<file path="src/rtl/fir_datapath_pkg.sv">
// Shared definitions for the 4-tap FIR datapath: tap/coefficient select
// encodings and the default coefficient set.
package fir_datapath_pkg;

    typedef enum logic [1:0] {
        TAP0 = 2'b00,
        TAP1 = 2'b01,
        TAP2 = 2'b10,
        TAP3 = 2'b11
    } tap_sel_e;

    localparam int NUM_TAPS  = 4;
    localparam int DEF_COEF0 = 1;
    localparam int DEF_COEF1 = 2;
    localparam int DEF_COEF2 = 3;
    localparam int DEF_COEF3 = 4;

endpackage

</file>
<file path="src/rtl/fir_mac.sv">
// Multiply-accumulate unit for the FIR datapath: signed tap*coef product,
// sign-extended into a wrapping accumulator with clear / clear-and-load.
module fir_mac
    import fir_datapath_pkg::*;
#(
    parameter int DATA_W = 8,
    parameter int COEF_W = 8,
    parameter int ACC_W  = DATA_W + COEF_W + 2
) (
    input  logic                     clk,
    input  logic                     reset,
    input  logic                     sum_clr,
    input  logic                     sum_ld,
    input  logic signed [DATA_W-1:0] tap,
    input  logic signed [COEF_W-1:0] coef,
    output logic signed [ACC_W-1:0]  acc
);

    localparam int PROD_W = DATA_W + COEF_W;

    logic signed [PROD_W-1:0] prod;
    logic signed [ACC_W-1:0]  prod_ext;
    logic signed [ACC_W-1:0]  acc_reg;
    logic signed [ACC_W-1:0]  acc_next;

    assign prod     = tap * coef;
    assign prod_ext = ACC_W'(prod);

    // Next accumulator value: clear-and-load beats plain clear beats accumulate.
    always_comb begin
        acc_next = acc_reg;
        if (sum_clr && sum_ld) begin
            acc_next = prod_ext;
        end else if (sum_clr) begin
            acc_next = '0;
        end else if (sum_ld) begin
            acc_next = acc_reg + prod_ext;
        end
    end

    // Accumulator register; reset discards any partial sum.
    always_ff @(posedge clk) begin
        if (reset) begin
            acc_reg <= '0;
        end else begin
            acc_reg <= acc_next;
        end
    end

    assign acc = acc_reg;

endmodule

</file>
<file path="src/rtl/fir_datapath.sv">
// 4-tap FIR datapath: delay line, coefficient select, MAC and output stage.
// Build option: define FIR_SAT_EN to clamp out-of-range results instead of
// wrapping them to DATA_W bits.
module fir_datapath
    import fir_datapath_pkg::*;
#(
    parameter int                 DATA_W = 8,
    parameter int                 COEF_W = 8,
    parameter logic signed [COEF_W-1:0] COEF0 = COEF_W'(DEF_COEF0),
    parameter logic signed [COEF_W-1:0] COEF1 = COEF_W'(DEF_COEF1),
    parameter logic signed [COEF_W-1:0] COEF2 = COEF_W'(DEF_COEF2),
    parameter logic signed [COEF_W-1:0] COEF3 = COEF_W'(DEF_COEF3),
    parameter int                 ACC_W  = DATA_W + COEF_W + 2
) (
    input  logic                     clk,
    input  logic                     reset,
    input  logic                     x_ld,
    input  logic                     sum_clr,
    input  logic                     sum_ld,
    input  logic [1:0]               mult_sel,
    input  logic                     y_ld,
    input  logic signed [DATA_W-1:0] x_in,
    output logic signed [DATA_W-1:0] y_out,
    output logic                     y_valid,
    output logic                     primed,
    output logic                     ovf
);

    localparam logic [2:0] FILL_MAX = 3'(NUM_TAPS);
    localparam logic signed [DATA_W-1:0] Y_MAX = {1'b0, {(DATA_W-1){1'b1}}};
    localparam logic signed [DATA_W-1:0] Y_MIN = {1'b1, {(DATA_W-1){1'b0}}};

    logic signed [DATA_W-1:0] tap_reg [NUM_TAPS];
    logic [2:0]               fill_reg;
    logic signed [DATA_W-1:0] y_out_reg;
    logic                     y_valid_reg;
    logic                     ovf_reg;

    logic signed [DATA_W-1:0] tap_sel;
    logic signed [COEF_W-1:0] coef_sel;
    logic signed [ACC_W-1:0]  acc;
    logic                     in_range;
    logic signed [DATA_W-1:0] y_next;

    // Delay line: tap0 takes the new sample, older samples move one place down.
    always_ff @(posedge clk) begin
        if (reset) begin
            for (int i = 0; i < NUM_TAPS; i++) begin
                tap_reg[i] <= '0;
            end
        end else if (x_ld) begin
            tap_reg[0] <= x_in;
            for (int i = 1; i < NUM_TAPS; i++) begin
                tap_reg[i] <= tap_reg[i-1];
            end
        end
    end

    // Fill counter saturates once the delay line holds four real samples.
    always_ff @(posedge clk) begin
        if (reset) begin
            fill_reg <= '0;
        end else if (x_ld && (fill_reg != FILL_MAX)) begin
            fill_reg <= fill_reg + 3'd1;
        end
    end

    // Tap and coefficient select; taps are registers so the MAC always sees
    // pre-shift values even when x_ld fires in the same cycle.
    always_comb begin
        tap_sel  = tap_reg[0];
        coef_sel = COEF0;
        case (tap_sel_e'(mult_sel))
            TAP0:    begin tap_sel = tap_reg[0]; coef_sel = COEF0; end
            TAP1:    begin tap_sel = tap_reg[1]; coef_sel = COEF1; end
            TAP2:    begin tap_sel = tap_reg[2]; coef_sel = COEF2; end
            TAP3:    begin tap_sel = tap_reg[3]; coef_sel = COEF3; end
            default: begin tap_sel = tap_reg[0]; coef_sel = COEF0; end
        endcase
    end

    fir_mac #(
        .DATA_W (DATA_W),
        .COEF_W (COEF_W),
        .ACC_W  (ACC_W)
    ) u_mac (
        .clk     (clk),
        .reset   (reset),
        .sum_clr (sum_clr),
        .sum_ld  (sum_ld),
        .tap     (tap_sel),
        .coef    (coef_sel),
        .acc     (acc)
    );

    // Accumulator fits DATA_W iff all bits from the DATA_W sign bit upward agree.
    assign in_range = (&acc[ACC_W-1:DATA_W-1]) | ~(|acc[ACC_W-1:DATA_W-1]);

    // Output value for a capture: clamp or wrap depending on build.
    always_comb begin
        y_next = acc[DATA_W-1:0];
`ifdef FIR_SAT_EN
        if (!in_range) begin
            y_next = acc[ACC_W-1] ? Y_MIN : Y_MAX;
        end
`endif
    end

    // Output stage: capture pre-update acc, pulse valid next cycle, sticky ovf.
    always_ff @(posedge clk) begin
        if (reset) begin
            y_out_reg   <= '0;
            y_valid_reg <= 1'b0;
            ovf_reg     <= 1'b0;
        end else begin
            y_valid_reg <= y_ld;
            if (y_ld) begin
                y_out_reg <= y_next;
                if (!in_range) begin
                    ovf_reg <= 1'b1;
                end
            end
        end
    end

    assign y_out   = y_out_reg;
    assign y_valid = y_valid_reg;
    assign primed  = (fill_reg == FILL_MAX);
    assign ovf     = ovf_reg;

endmodule

</file>
<file path="config.mk">
export PLATFORM = sky130hd
export DESIGN_NAME = fir_datapath
export DESIGN_NICKNAME = d
export VERILOG_FILES = /design/src/rtl/fir_datapath_pkg.sv /design/src/rtl/fir_mac.sv /design/src/rtl/fir_datapath.sv
export SDC_FILE = /design/constraint.sdc
export NUM_CORES = 1
export LEC_CHECK = 0
export CORE_UTILIZATION = 61
export DETAILED_ROUTE_END_ITERATION = 10
export PLACE_DENSITY_LB_ADDON = 0.1
export REMOVE_ABC_BUFFERS = 1
export SLEW_MARGIN = 20
export SYNTH_ARGS = -nofsm -noshare
export SYNTH_HDL_FRONTEND = slang
export SYNTH_SLANG_ARGS = --single-unit
</file>
<file path="constraint.sdc">
create_clock -name clk -period 10 [get_ports clk]
set_input_delay 3 -clock clk [delete_from_list [all_inputs] [get_ports clk]]
set_output_delay 3 -clock clk [all_outputs]
set_load 0.02 [all_outputs]
</file>
# --- Yosys cells after proc, flatten, opt, wreduce, memory -nomap -nowiden ---
# Memories as Yosys holds them, arrays and structs flattened.
# Index checks and enable logic that the tools add are counted.
classes:
  bitwise: 7
  n_mux: 14
  n_reduce_logical: 7
  mul: 1
  n_eq_ne: 5
  addsub: 2
ops:
  columns: ["operator", "count"]
  rows:
  - ["8-bit case mux with 4 select lines", 2]
  - ["18-bit two-way mux", 3]
  - ["8-bit two-way mux", 4]
  - ["18-bit by 16-bit adder with 18-bit output", 1]
  - ["8-bit by 8-bit multiplier with 16-bit output", 1]
  - ["11-bit AND reduction", 1]
  - ["11-bit OR reduction", 1]
  - ["1-bit two-way mux", 5]
  - ["1-bit OR", 5]
  - ["2-bit == test, second input constant", 2]
  - ["3-bit by 1-bit adder with 3-bit output, second input constant", 1]
  - ["3-bit == test, second input constant", 1]
  - ["3-bit != test, second input constant", 1]
  - ["3-bit nonzero test", 1]
  - ["2-bit by 1-bit == test with 1-bit output, second input constant", 1]
  - ["1-bit logical AND", 2]
  - ["2-bit zero test", 1]
  - ["1-bit inverter", 2]
  - ["2-bit AND reduction", 1]
word_totals:
  output_inout_bits: 11
  in_bits: 16
  ramBits: 32
  wordCells: 42
  register_bits: 31
  n_memories: 1
memory_table:
  columns: ["name", "words", "word_bits", "read_ports", "rd_clocked_by_memory_dff", "write_ports", "line", "text"]
  rows:
  - ["tap_reg", 4, 8, 4, 0, 4, "fir_datapath.sv:33", "logic signed [DATA_W-1:0] tap_reg [NUM_TAPS];"]

# --- Depth between registers and ports, before layout ---
logic_depth:
  word_depth: 7
  ltp_mapped: 27
  depth_no_buf: 25

# --- Cells and area by module ---
# From an unflattened synthesis, not the netlist that was laid out.
unflattened:
  cells_unflattened: 650
  hier_area_um2: 6177.2
modules_own_cells:
  columns: ["module", "cells_per_inst", "area_each_um2", "instances", "seq_area_each_um2"]
  rows:
  - ["fir_mac", 489, 4117.7, 1, 360.3]
  - ["fir_datapath", 161, 2059.5, 1, 1221.2]

# --- Worst setup path after synthesis ---
# Ideal clock, no wire load.
synth_path:
  kind: "in2reg"
  start: "in mult_sel[0]"
  end: "reg u_mac.acc_reg[16] (netlist: u_mac.acc[16])"
  path_buffers: 2
  t_required_ps: 9870
  arrival_time_ps: 7801
  setup_ps: 130
  path_slack_ps: 2069
  path_stages: 26
  cell_sequence: "inv_1 -> ha_1 -> clkbuf_1 -> a222oi_1 -> mux2i_1 -> and2_1 -> ha_1 -> ha_1 -> fa_1 -> ha_1 -> inv_1 -> fa_1 -> nand2b_1 -> a21oi_2 -> o21a_1 -> nor2_1 -> xnor2_1 -> ha_1 -> buf_2 -> a21o_1 -> a21o_1 -> a21oi_1 -> nor3b_1 -> nor4_2 -> xor2_1 -> o22ai_1"
synth_via:
  elab_chain_len: 7
  word_cells_on_any_way: 11
  classes_between: "add/sub: 1; mul: 1; eq/ne: 3; mux: 5; reduce/logical: 1"
synth_rtl:
  columns: ["item", "line", "text"]
  rows:
  - ["from (decl)", "fir_datapath.sv:20", "input logic [1:0] mult_sel,"]
  - ["2-bit == test, or another cell as far along", "fir_datapath.sv:73", "case (tap_sel_e'(mult_sel))"]
  - ["8-bit case mux with 4 select lines", "fir_datapath.sv:73", null]
  - ["8-bit by 8-bit multiplier with 16-bit output (*)", "fir_mac.sv:26", "assign prod = tap * coef;"]
  - ["18-bit by 16-bit adder with 18-bit output", "fir_mac.sv:37", "acc_next = acc_reg + prod_ext;"]
  - ["18-bit two-way mux", "fir_mac.sv:36", "end else if (sum_ld) begin"]
  - ["18-bit two-way mux", "fir_mac.sv:34", "end else if (sum_clr) begin"]
  - ["18-bit two-way mux (*)", "fir_mac.sv:32", "if (sum_clr && sum_ld) begin"]
  - ["to (signal assigned)", "fir_mac.sv:46", "acc_reg <= acc_next;"]
  - ["to (decl)", "fir_mac.sv:23", "logic signed [ACC_W-1:0] acc_reg;"]
# Every way passes the cells marked *; elsewhere a longest branch is shown, timed or not. The select of a mux whose other input is x is not followed.
# A chain may end at the register's enable or synchronous reset.

# --- Worst setup path in the final report ---
layout_path:
  start: "in mult_sel[0]"
  end: "reg u_mac.acc_reg[17] (netlist: u_mac.acc[17])"
# Same word-level chain as after synthesis.

==> qor.yml <==
outcome: "complete, no violations"
synth-edff-count: 32
synth_top_cell_area_share_pct: 20.2
final_nets: 605
min_period_ps: 8610
synthArstFlopShare_pct: 0
critical_path_class: "in2reg"
slowest_stage: "fa_1"
p_per_area_nw_per_um2: 143
drcViolationCount: 0
crit_chain: "clkdlybuf4s50_1 -> inv_1 -> ha_1 -> a222oi_1 -> mux2i_1 -> and2_1 -> ha_1 -> ha_1 -> fa_1 -> ha_1 -> inv_1 -> fa_1 -> nand2b_1 -> a21oi_2 -> o211ai_2 -> a31o_4 -> ha_1 -> nand3_2 -> nor4_1 -> o21ai_1 -> a31oi_1 -> mux2i_1 -> a41oi_1"
path_clk_slew_ps: 80
cts_sinks: 63
ir_drop_mv: 0.0950
dieWidth_um: 90.2
dpl.hpwl_um: 6970
synth.avg_cell_area_um2: 9.33
cp-start-kind: "primary input"
fin_setup_tns_ps: 0
crit_path_end_kind: "flop"
ioPinCount: 27
cp_common_cell: "ha_1"
cts-root-buf: "clkbuf_8"
nFillCells: 589
setup_slack_ps: 1390
cts_made_buffers: 9
syn_inst: 509
p_leak_uw: 0.00236
power_switching_uw: 252
hold_viol: 0
drive_above_1_share_pct: 6.57
syn_area_um2: 4750
maxCapViolCount: 0
pwr-share-comb_pct: 29.3
max_freq_mhz: 116
initial_utilization_pct: 64.4
r2r_start: "tap_reg[2][2]"
ys_ff_latch: 63
synthFlopType: "edfxtp_1"
vias: 3624
slew_violations: 0
min_from: "ovf"
layout_worst_path_cycle_share_pct: 86.1
p_sw_share_pct: 33.4
wl_per_cell_um: 15.1
reg2reg_slack_ps: 4540
synth.yosys.seq_area_share_pct: 33.3
seq_area_um2: 1580
rsz0062_at_grt: "no"
pwr-share-seq_pct: 40.9
hold_path_end: "ovf"
io_buffers: 26
setup-violations-final: 0
internal_power_uw: 502
die_y_um: 90.2
dr.pass1.iters: 7
worst-r2r-cell-count: 20
antenna_found_initial: 0
htree_levels: 3
rows: 31
gp_congestion: 0.905
cts_tree: "built"
synthTopCellsByArea: "edfxtp_1 (20%), ha_1 (14%), dfxtp_1 (13%)"
synth.yosys.warnings: 0
core_um2: 7370
postCtsSetupBuffers: 0
vias_per_cell: 5.73
grt_max_degree: 34
grt_pass1_wl_um: 16000
whs_path_depth: 2
die-area_um2: 8140
grt_pass1_vias: 3317
slew_headroom_pct: 51.1
clock_latency_ps: 350
r2r_end: "u_mac.acc[17]"
routed_wl_um: 9560
cp_max_fo: 9
holdCritPathClass: "reg2reg"
cp.arrival_ps: 8830
whs_ps: 481
grt.overflow.total: 0
power_frac_clock_pct: 29.8
ctsHoldBuffers: 0
antenna_cells: 0
antenna_left: 0
cts_buffer_depth: 2
cts_resized: 0
area_growth_pct: 10.9
cp.required_ps: 10220
multi_input_comb_area_um2: 2870
skew_ps: 13.6
cpPeakStageDelay_ps: 540
drtIter0Drc: 188
worst_pin_slew_ps: 731
synth_area_leader_cell: "edfxtp_1"
largest_register_ffs: 32
yosysUniqueCellTypes: 64
place_ws_ps: 1060
design_area_um2: 5260
grt_usage_pct: 24.7
placed_area_um2: 5060
[how the worst max path moves through the flow]
stage               cells after the start  slack (ps)             to        start
floorplan                              24        2200  u_mac.acc[16]  mult_sel[0]
global placement                       23        1160  u_mac.acc[17]  mult_sel[0]
detailed placement                     23        1060  u_mac.acc[17]  mult_sel[0]
CTS                                    23        1430  u_mac.acc[17]  mult_sel[0]
global route                           23         930  u_mac.acc[17]  mult_sel[0]
finish                                 23        1390  u_mac.acc[17]  mult_sel[0]
[placed cells by master, fill, tap and decap left out, types with 10 or more instances in the layout]
cell | Yosys | layout
a21o_1 | 13 | 13
a21oi_1 | 24 | 24
and2_1 | 50 | 50
clkbuf_8 | 0 | 10
clkdlybuf4s50_1 | 0 | 26
dfxtp_1 | 31 | 31
edfxtp_1 | 32 | 32
ha_1 | 52 | 52
inv_1 | 56 | 56
mux2i_1 | 20 | 20
nand2_1 | 17 | 17
nor2_1 | 37 | 37
nor2b_1 | 14 | 14
xnor2_1 | 12 | 12
[power by group through the flow]
stage / clock (µW) / sequential (µW) / combinational [µW]
5_1_grt: 239 / 311 / 248
6_report: 225 / 308 / 221
2_1_floorplan: 0 / 311 / 166
4_1_cts: 230 / 308 / 221
3_3_place_gp: 0 / 313 / 215
3_5_place_dp: 0 / 314 / 220
[layer usage]
metal  GRT usage [%]  vias up  part of all wire [%]
met5               0        -                     0
met4            9.95        0                   1.9
met3            3.98       14                   5.0
met2            36.9       83                    45
met1            35.5     1689                    48
li1                -     1838                     -
[layout make-up]
| cell class | instances | share of cell area (%) |
|---|---|---|
| sequential | 63 | 30.1 |
| clock inverter | 5 | 0.737 |
| tap | 99 | 2.35 |
| multi-input combinational | 370 | 54.5 |
| timing repair buffer | 28 | 5.23 |
| inverter | 56 | 3.99 |
| clock buffer | 11 | 3.09 |
[synth_stat cells, types with 3 or more instances]
cell / count
inv_1: 56
ha_1: 52
and2_1: 50
nor2_1: 37
edfxtp_1: 32
dfxtp_1: 31
a21oi_1: 24
mux2i_1: 20
nand2_1: 17
nor2b_1: 14
a21o_1: 13
clkbuf_1: 12
xnor2_1: 12
fa_1: 9
nor3_1: 9
o21ai_0: 9
a211oi_1: 8
a222oi_1: 8
nand3_1: 7
nand2b_1: 6
nor4_1: 5
o21a_1: 5
o22ai_1: 5
xor2_1: 5
a22oi_1: 4
a31oi_1: 4
buf_2: 4
nor3b_1: 4
a21oi_2: 3
nand4_1: 3
o21bai_1: 3
[stage by stage]
stage,instances,utilization (%),power (µW)
after floorplan,489,-,477
after global placement,616,68.7,529
after detailed placement,616,68.7,534
after CTS,632,71.4,760
after global routing,632,71.4,798
final,632,71.4,754
[critical path: cells and delay by family]
family	cells	cell delay [ps]
fa+ha+maj	7	2390
compound gates	7	1600
simple gates	4	810
buf+inv	3	640
mux	2	380
[kinds of logic (layout without fill, tap and decap cells)]
| kind of cell | Yosys count | in the layout | synth area share, % |
|---|---|---|---|
| AO/OA/AOI/OAI | 107 | 107 | 16.4 |
| multiplexers | 20 | 20 | 4.22 |
| XOR/XNOR | 17 | 17 | 3.14 |
| adder cells (fa/ha/maj) | 61 | 61 | 17.5 |
| AND/OR/NAND/NOR | 165 | 165 | 19.2 |
| flip-flops | 63 | 63 | 33.3 |
| buffers and inverters | 76 | 100 | 6.22 |
Power figures use the tool's default switching activity.
